--- src/rtl/score_pkg.sv ---
// Shared types, constants and helpers for the BCD score tracker.
package score_pkg;

  typedef logic [1:0] state_t;

  localparam state_t ST_IDLE   = 2'd0;
  localparam state_t ST_ADD    = 2'd1;
  localparam state_t ST_COMMIT = 2'd2;
  localparam state_t ST_CLEAR  = 2'd3;

  localparam logic [6:0] SEG_BLANK = 7'h7F;
  localparam logic [3:0] BCD_MAX   = 4'd9;

  // Active-low {g,f,e,d,c,b,a}; codes 10..15 show A..F so bad digits are visible.
  function automatic logic [6:0] seg_lut(input logic [3:0] digit);
    logic [6:0] seg;
    case (digit)
      4'h0:    seg = 7'h40;
      4'h1:    seg = 7'h79;
      4'h2:    seg = 7'h24;
      4'h3:    seg = 7'h30;
      4'h4:    seg = 7'h19;
      4'h5:    seg = 7'h12;
      4'h6:    seg = 7'h02;
      4'h7:    seg = 7'h78;
      4'h8:    seg = 7'h00;
      4'h9:    seg = 7'h10;
      4'hA:    seg = 7'h08;
      4'hB:    seg = 7'h03;
      4'hC:    seg = 7'h46;
      4'hD:    seg = 7'h21;
      4'hE:    seg = 7'h06;
      default: seg = 7'h0E;
    endcase
    return seg;
  endfunction

  function automatic logic [3:0] clamp_bcd(input logic [3:0] value);
    return (value > BCD_MAX) ? BCD_MAX : value;
  endfunction

endpackage

--- src/rtl/score_tracker_seg.sv ---
// One BCD digit to active-low 7-segment pattern, with a blanking override.
module bcd_seg_decoder
  import score_pkg::*;
(
  input  logic [3:0] digit_i,
  input  logic       blank_i,
  output logic [6:0] seg_c_o
);

  assign seg_c_o = blank_i ? SEG_BLANK : seg_lut(digit_i);

endmodule

--- src/rtl/score_tracker.sv ---
// BCD score / high-score keeper: award FIFO, digit-serial BCD adder,
// commit-on-collision and 7-segment drive for both values.
module score_tracker
  import score_pkg::*;
#(
  parameter int unsigned NUM_DIGITS = 3,
  parameter int unsigned FIFO_DEPTH = 4,
  parameter int unsigned BLANK_LZ   = 1
) (
  input  logic                    clk,
  input  logic                    rst_n,
  input  logic                    apple_eaten,
  input  logic [3:0]              add_pts,
  input  logic                    collision,
  output logic [4*NUM_DIGITS-1:0] score_bcd,
  output logic [4*NUM_DIGITS-1:0] high_bcd,
  output logic                    new_record,
  output logic                    saturated,
  output logic                    overflow,
  output logic                    busy,
  output logic [7*NUM_DIGITS-1:0] seg_score,
  output logic [7*NUM_DIGITS-1:0] seg_high
);

  localparam int unsigned SW   = 4 * NUM_DIGITS;
  localparam int unsigned PW   = (FIFO_DEPTH > 1) ? $clog2(FIFO_DEPTH) : 1;
  localparam int unsigned PTRW = PW + 1;
  localparam int unsigned IW   = (NUM_DIGITS > 1) ? $clog2(NUM_DIGITS) : 1;

  state_t          state_q, state_d;
  logic [SW-1:0]   score_q, score_d;
  logic [SW-1:0]   high_q, high_d;
  logic            new_record_q, new_record_d;
  logic            saturated_q, saturated_d;
  logic            overflow_q, overflow_d;
  logic            commit_req_q, commit_req_d;
  logic            busy_q, busy_d;
  logic [IW-1:0]   idx_q, idx_d;
  logic [3:0]      carry_q, carry_d;
  logic [PTRW-1:0] wr_ptr_q, wr_ptr_d;
  logic [PTRW-1:0] rd_ptr_q, rd_ptr_d;
  logic [3:0]      fifo_mem_q [FIFO_DEPTH];

  logic            fifo_empty_c, fifo_full_c, push_c, drop_c;
  logic [3:0]      pop_data_c, cur_digit_c, new_digit_c;
  logic [4:0]      sum_c;

  // Extra wrap bit distinguishes full from empty when the indices match.
  assign fifo_empty_c = (wr_ptr_q == rd_ptr_q);
  assign fifo_full_c  = (wr_ptr_q[PW] != rd_ptr_q[PW]) &&
                        (wr_ptr_q[PW-1:0] == rd_ptr_q[PW-1:0]);
  assign push_c       = apple_eaten && !commit_req_q && !fifo_full_c;
  assign drop_c       = apple_eaten && !commit_req_q && fifo_full_c;
  assign pop_data_c   = fifo_mem_q[rd_ptr_q[PW-1:0]];

  always_ff @(posedge clk or negedge rst_n) begin
    if (!rst_n) begin
      for (int unsigned i = 0; i < FIFO_DEPTH; i++) fifo_mem_q[i] <= '0;
    end else if (push_c) begin
      fifo_mem_q[wr_ptr_q[PW-1:0]] <= clamp_bcd(add_pts);
    end
  end

  always_ff @(posedge clk or negedge rst_n) begin
    if (!rst_n) begin
      state_q      <= ST_IDLE;
      score_q      <= '0;
      high_q       <= '0;
      new_record_q <= 1'b0;
      saturated_q  <= 1'b0;
      overflow_q   <= 1'b0;
      commit_req_q <= 1'b0;
      busy_q       <= 1'b0;
      idx_q        <= '0;
      carry_q      <= '0;
      wr_ptr_q     <= '0;
      rd_ptr_q     <= '0;
    end else begin
      state_q      <= state_d;
      score_q      <= score_d;
      high_q       <= high_d;
      new_record_q <= new_record_d;
      saturated_q  <= saturated_d;
      overflow_q   <= overflow_d;
      commit_req_q <= commit_req_d;
      busy_q       <= busy_d;
      idx_q        <= idx_d;
      carry_q      <= carry_d;
      wr_ptr_q     <= wr_ptr_d;
      rd_ptr_q     <= rd_ptr_d;
    end
  end

  always_comb begin
    state_d      = state_q;
    score_d      = score_q;
    high_d       = high_q;
    new_record_d = new_record_q;
    saturated_d  = saturated_q;
    overflow_d   = overflow_q | drop_c;
    commit_req_d = commit_req_q | collision;
    idx_d        = idx_q;
    carry_d      = carry_q;
    rd_ptr_d     = rd_ptr_q;
    wr_ptr_d     = wr_ptr_q + PTRW'(push_c);
    cur_digit_c  = '0;
    new_digit_c  = '0;

    for (int unsigned i = 0; i < NUM_DIGITS; i++) begin
      if (idx_q == IW'(i)) cur_digit_c = score_q[4*i +: 4];
    end
    sum_c = {1'b0, cur_digit_c} + {1'b0, carry_q};

    case (state_q)
      ST_IDLE: begin
        if (!fifo_empty_c) begin
          rd_ptr_d = rd_ptr_q + PTRW'(1);
          carry_d  = pop_data_c;
          idx_d    = '0;
          state_d  = ST_ADD;
        end else if (commit_req_q) begin
          state_d = ST_COMMIT;
        end
      end
      ST_ADD: begin
        // A pinned score swallows the award in one cycle.
        if (saturated_q) begin
          state_d = ST_IDLE;
        end else begin
          new_digit_c = (sum_c >= 5'd10) ? 4'(sum_c - 5'd10) : sum_c[3:0];
          for (int unsigned i = 0; i < NUM_DIGITS; i++) begin
            if (idx_q == IW'(i)) score_d[4*i +: 4] = new_digit_c;
          end
          if (sum_c < 5'd10) begin
            state_d = ST_IDLE;
          end else if (idx_q == IW'(NUM_DIGITS - 1)) begin
            score_d     = {NUM_DIGITS{BCD_MAX}};
            saturated_d = 1'b1;
            state_d     = ST_IDLE;
          end else begin
            idx_d   = idx_q + IW'(1);
            carry_d = 4'd1;
          end
        end
      end
      ST_COMMIT: begin
        if (score_q > high_q) begin
          high_d       = score_q;
          new_record_d = 1'b1;
        end
        state_d = ST_CLEAR;
      end
      default: begin
        score_d      = '0;
        saturated_d  = 1'b0;
        commit_req_d = 1'b0;
        state_d      = ST_IDLE;
      end
    endcase

    if (push_c) new_record_d = 1'b0;

    busy_d = (state_d != ST_IDLE) || (wr_ptr_d != rd_ptr_d) || commit_req_d;
  end

  // Leading-zero blanking scans from the top digit down; digit 0 never blanks.
  logic [NUM_DIGITS-1:0] score_blank_c, high_blank_c;
  logic                  score_zero_c, high_zero_c;

  always_comb begin
    score_blank_c = '0;
    high_blank_c  = '0;
    score_zero_c  = 1'b1;
    high_zero_c   = 1'b1;
    for (int i = int'(NUM_DIGITS) - 1; i >= 0; i--) begin
      score_zero_c = score_zero_c && (score_q[4*i +: 4] == 4'd0);
      high_zero_c  = high_zero_c && (high_q[4*i +: 4] == 4'd0);
      if ((BLANK_LZ != 0) && (i != 0)) begin
        score_blank_c[i] = score_zero_c;
        high_blank_c[i]  = high_zero_c;
      end
    end
  end

  for (genvar g = 0; g < NUM_DIGITS; g++) begin : g_seg
    bcd_seg_decoder u_score_dec (
      .digit_i (score_q[4*g +: 4]),
      .blank_i (score_blank_c[g]),
      .seg_c_o (seg_score[7*g +: 7])
    );
    bcd_seg_decoder u_high_dec (
      .digit_i (high_q[4*g +: 4]),
      .blank_i (high_blank_c[g]),
      .seg_c_o (seg_high[7*g +: 7])
    );
  end

  assign score_bcd  = score_q;
  assign high_bcd   = high_q;
  assign new_record = new_record_q;
  assign saturated  = saturated_q;
  assign overflow   = overflow_q;
  assign busy       = busy_q;

endmodule
--- config.mk ---
export PLATFORM = sky130hd
export DESIGN_NAME = score_tracker
export DESIGN_NICKNAME = d
export VERILOG_FILES = /design/src/rtl/score_pkg.sv /design/src/rtl/score_tracker_seg.sv /design/src/rtl/score_tracker.sv
export SDC_FILE = /design/constraint.sdc
export NUM_CORES = 1
export LEC_CHECK = 0
export CORE_MARGIN = 4
export CORE_UTILIZATION = 40
export CTS_CLUSTER_SIZE = 24
export DETAILED_ROUTE_END_ITERATION = 6
export SKIP_LAST_GASP = 1
export SYNTH_ARGS = -nofsm -noshare
export SYNTH_HDL_FRONTEND = slang
export SYNTH_HIERARCHICAL = 1
export SYNTH_SLANG_ARGS = --single-unit
--- constraint.sdc ---
create_clock -name clk -period 3.6 [get_ports clk]
set_clock_uncertainty 0.1 [all_clocks]
set_input_delay 0.72 -clock clk [delete_from_list [all_inputs] [get_ports clk]]
set_output_delay 0.72 -clock clk [all_outputs]
set_load 0.02 [all_outputs]
# Word-level counts from Yosys, hierarchy flattened
# Memories as Yosys holds them, arrays and structs flattened.
# Index checks and enable logic that the tools add are counted.
# totals
regBits,59
mem_bits_ro,672
output_inout_bits,70
word_cells,126
mem_count,6
# op_classes
add_sub_neg,5
magnitude_cmp,7
n_eq_ne,12
mux,48
bitwise,5
n_reduce_logical,27
# mem_list
name,depth,width,read_ports,rd_clocked_by_memory_dff,wr,line_no,text
(no name shown),16,7,1,0,0,score_pkg.sv:17,case (digit)
(no name shown),16,7,1,0,0,score_pkg.sv:17,
(no name shown),16,7,1,0,0,score_pkg.sv:17,
(no name shown),16,7,1,0,0,score_pkg.sv:17,
(no name shown),16,7,1,0,0,score_pkg.sv:17,
(no name shown),16,7,1,0,0,score_pkg.sv:17,
# ops
op,n
$mux W4,15
$mux W12,3
$mux W7,4
$pmux W12 S2,1
$mux W2,9
$bwmux W16,1
$logic_not A4 Y1,4
$gt A12 B12 Y1,1
$bmux W4 S2,1
$demux W4 S2,1
$ne A2 B2 Y1 const B,4
$pmux W4 S2,1
$reduce_bool A2 Y1,4
$logic_and A1 B1 Y1,7
$mux W1,7
$ge A3 B3 Y1 const B,2
$mux W3,2
$not A2 Y3,2
$pmux W2 S3,1
$reduce_and A2 Y1,3
$add A4 B4 Y5,1
$ge A5 B4 Y1 const B,1
$lt A5 B4 Y1 const B,1
$reduce_and A5 Y1,1
other kinds (21),27

# Longest topological paths before layout
# logic_depth
ltp_word,12
depth_mapped,17
mapped_depth_nobuf,16

# Cells and area by module
# The synthesis kept the hierarchy.
# modules_own_cells
module,n_inst,cells_each,area_per_inst_um2,seq_area_each_um2
score_tracker,1,314,3367.0,1476.4
bcd_seg_decoder at g_seg[0].u_high_dec ...,4,35,299.0,0.0
bcd_seg_decoder at g_seg[2].u_high_dec ...,2,35,295.3,0.0

# Least setup slack after synthesis
# No wires, ideal clock.
# synth_path
path_type,reg2reg
from,reg idx_q[1]
to,"reg busy_q, in the netlist busy"
arrival_time_ns,3.528
required_time_ns,3.361
slack_ns,-0.167
stages_incl_launch_ff,16
n_path_buf,1
synth_period_minus_slack_ns,3.767
cell_sequence,dfrtp_1 > inv_1 > ha_1 > clkbuf_1 > nor2_1 > a21oi_1 > o21ai_0 > ha_1 > fa_1 > xnor2_1 > ha_1 > a32oi_1 > a211oi_4 > or3_4 > o21ai_2 > or4_1
# synth_via
elab_chain_len,12
# synth_lines
element,line_no,text
"start, declared",score_tracker.sv:38,"logic [IW-1:0] idx_q, idx_d;"
"start signal, assigned",score_tracker.sv:87,idx_q <= idx_d;
$logic_not A2 Y1,score_tracker.sv:110,if (idx_q == IW'(i)) cur_digit_c = score_q[4*i +: 4];
$mux W4 (3 in series),score_tracker.sv:110,
$add A4 B4 Y5,score_tracker.sv:112,"sum_c = {1'b0, cur_digit_c} + {1'b0, carry_q};"
$lt A5 B4 Y1,score_tracker.sv:134,if (sum_c < 5'd10) begin
$mux W2 (*),score_tracker.sv:134,
$mux W2 (*),score_tracker.sv:127,if (saturated_q) begin
$pmux W2 S3 (*),score_tracker.sv:114,case (state_q)
via state_d[0],score_tracker.sv:30,"state_t state_q, state_d;"
$reduce_bool A2 Y1 (*),score_tracker.sv:163,busy_d = (state_d != ST_IDLE) || (wr_ptr_d != rd_ptr_d) || commit_req_d;
$logic_or A1 B1 Y1 (*) (2 in series),score_tracker.sv:163,
via busy_d,score_tracker.sv:37,"logic busy_q, busy_d;"
"end signal, assigned",score_tracker.sv:86,busy_q <= busy_d;
"end, declared",score_tracker.sv:37,
# The timed path passes the listed nets; every way through them passes the cells marked *.
# A chain may end at the register's enable or synchronous reset.

# Final worst setup path
# layout_path
from,"reg score_q[9], in the netlist score_bcd[9]"
to,out seg_score[15]
# layout_via
elab_chain_len,2
# layout_lines
element,line_no,text
"start, declared",score_tracker.sv:31,"logic [SW-1:0] score_q, score_d;"
"start signal, assigned",score_tracker.sv:80,score_q <= score_d;
$mem_v2 Z16 W7 / $logic_not A4 Y1 (equally long branches),--,
$mux W7 (*),score_tracker_seg.sv:10,assign seg_c_o = blank_i ? SEG_BLANK : seg_lut(digit_i);
"end, declared",score_tracker.sv:21,"output logic [7*NUM_DIGITS-1:0] seg_score,"
# Every way passes the cells marked *; elsewhere a longest branch is shown, timed or not.

==> flow_metrics.tcl <==
set metrics [dict create \
    cp_slowest_stage_delay_ns 0.61 \
    required_ns 2.78 \
    setup_violations 0 \
    drive_above_1_share 0.155 \
    avgSynthCellArea_um2 9.84 \
    dp_hpwl_um 8930 \
    ys.flop_type "dfrtp_1" \
    place_inst 788 \
    firstDrtPassIters 5 \
    period_needed_ns 3.42 \
    syn_inst 524 \
    antenna_found_initial 0 \
    drc_errors 0 \
    post-cts-setup-buffers 0 \
    cts.sink_count 59 \
    finalSetupTns_ns 0 \
    routed_via_density 5.31 \
    use_met2 0.288 \
    grtUsageMet1 0.208 \
    yosys_warnings 6 \
    io_pins 78 \
    clock.fmax_mhz 293 \
    numCtsBuffers 9 \
    start_util 0.408 \
    critPathSlowestCell "dfrtp_1" \
    cp_num_buf_inv 2 \
    n_antenna_cell 0 \
    dr.first_iter.drc_count 258 \
    clk_path_buf_depth 2 \
    routed_wl_um 11900 \
    synth-seq-cells 59 \
    cp_cell_sequence "inv_1 > ha_1 > or2_2 > a311o_1 > clkdlybuf4s50_1" \
    grt-ovfl-total 0 \
    cts_tree "done" \
    grt_pass1_wl_um 20000 \
    coreArea_um2 12600 \
    gp_congestion 0.884 \
    cp.arrival_ns 2.60 \
    h-tree-depth 3 \
    grt_max_degree 50 \
    synth_edf_count 0 \
    synth_top_area_frac 0.286 \
    yosys-top-cells-count "ha_1, dfrtp_1, inv_1" \
    yosys-top-cells-area "dfrtp_1, ha_1, mux2_2" \
    track_usage 0.163 \
    die_w_um 122 \
    area_growth_pct 26.9 \
    die_h_um 122 \
    path_clk_slew_ns 0.05 \
    synthMostInstantiatedCell "ha_1" \
    syn_area_um2 5150 \
    port_buffers 77 \
    drv_cap 0 \
    num-fill-cells 1168 \
    grt_pass1_vias 4243 \
    clock_latency_ns 0.32 \
    maxSlewViolCount 0 \
    start_kind "flop" \
    crit_family "buffers and inverters" \
    crit_fanout 11 \
    die_area_um2 14800 \
    hold_class "flop to flop" \
    maxSlewHeadroom 0.267 \
    busiest_layer "met2" \
    met3_usage 0.0247 \
    worstSetupPathType "flop to output port" \
    finalCritPeriodShare 0.949 \
    vias 4270 \
    stdcell_count 804 \
    status "complete, no violations" \
    async_reset_ff_frac 1.00 \
    hold_viol 0 \
    nets 701 \
    ys_types 67 \
    cts.root.buffer_cell "clkbuf_16" \
    crit_path_end_kind "output port" \
    avgRoutedWirePerCell_um 14.8 \
    rsz0062_at_grt "no" \
    tightest_slew_ns 1.10 \
    postRouteAntennaNets 0 \
    synth_top_area_cell "dfrtp_1" \
    num_rows 41 \
    yosysSeqAreaShare 0.286 \
    cts_hold_repair.buffers 0 \
]
per-layer routing:
metal  part of all wire  vias to the layer above
li1                   -                     2109
met1               0.45                     2050
met2               0.50                       98
met3              0.040                       13
met4              0.010                        0
met5                  0                        -
flip-flops by register name, indices dropped and copies added, names as in the netlist:
| register | flops |
|---|---|
| rd_ptr_q | 3 |
| wr_ptr_q | 3 |
| state_q | 2 |
| saturated | 1 |
| carry_q | 4 |
| high_bcd | 12 |
| commit_req_q | 1 |
| score_bcd | 12 |
| new_record | 1 |
| busy | 1 |
| fifo_mem_q | 16 |
| overflow | 1 |
| idx_q | 2 |
worst paths after layout:
kind | start | to | slack (ns) | cells after the start
setup / recovery | score_bcd[9]$_DFFE_PN0P_ | seg_score[15] | 0.18 | 5
hold / removal | overflow$_DFF_PN0_ | overflow$_DFF_PN0_ | 0.38 | 1
setup reg to reg | idx_q[1]$_DFFE_PN0P_ | carry_q[2]$_DFFE_PN0P_ | 0.19 | 14
hold reg to reg | overflow$_DFF_PN0_ | overflow$_DFF_PN0_ | 0.38 | 1
max in group asynchronous | rst_n | idx_q[0]$_DFFE_PN0P_ | 2.10 | 2
min in group asynchronous | rst_n | fifo_mem_q[7]$_DFFE_PN0P_ | 0.51 | 1
placed cells by master (no fill, tap or decap), drive strengths merged, types with 25 or more instances in the layout:
master	instances
clkdlybuf4s50	76
ha	65
dfrtp	59
inv	42
nor2	30
buf	25
mux2	30
nand2	39
o21ai	28
cells by family after synthesis:
kind of cell / Yosys count / synth area share
other cells: 1 / 0.000728
compound gates: 128 / 0.196
flops: 59 / 0.286
buf+inv: 64 / 0.0665
simple gates: 143 / 0.145
mux: 52 / 0.119
fa+ha+maj: 66 / 0.162
xor+xnor: 11 / 0.0245
per-stage QoR:
step	hold slack, ns	utilization	cell area [µm²]	setup slack, ns
floorplan	0.324	-	5210	0.00244
global placement	0.370	0.491	6200	0.113
detailed placement	0.375	0.491	6200	0.0248
CTS	0.392	0.515	6500	0.0384
global route	0.419	0.518	6540	0.00787
finish	0.384	0.518	6540	0.184
repair_timing:
item / in CTS / in global routing
resized for setup: 1 / 10
pin swaps: 0 / 2
setup endpoints to repair: 1 / 10
area by class of cell:
type                       count  area, µm²  area share
clock buffer                  11        243      0.0371
sequential                    59       1480       0.226
clock inverter                 5       52.6     0.00803
tap                          172        215      0.0329
multi-input combinational    414       3450       0.528
timing repair buffer         101        946       0.145
inverter                      42        158      0.0241
Power is left out: the tool's default activity adds up to more than one toggle a clock period on the data nets, which glitch-free logic cannot reach.
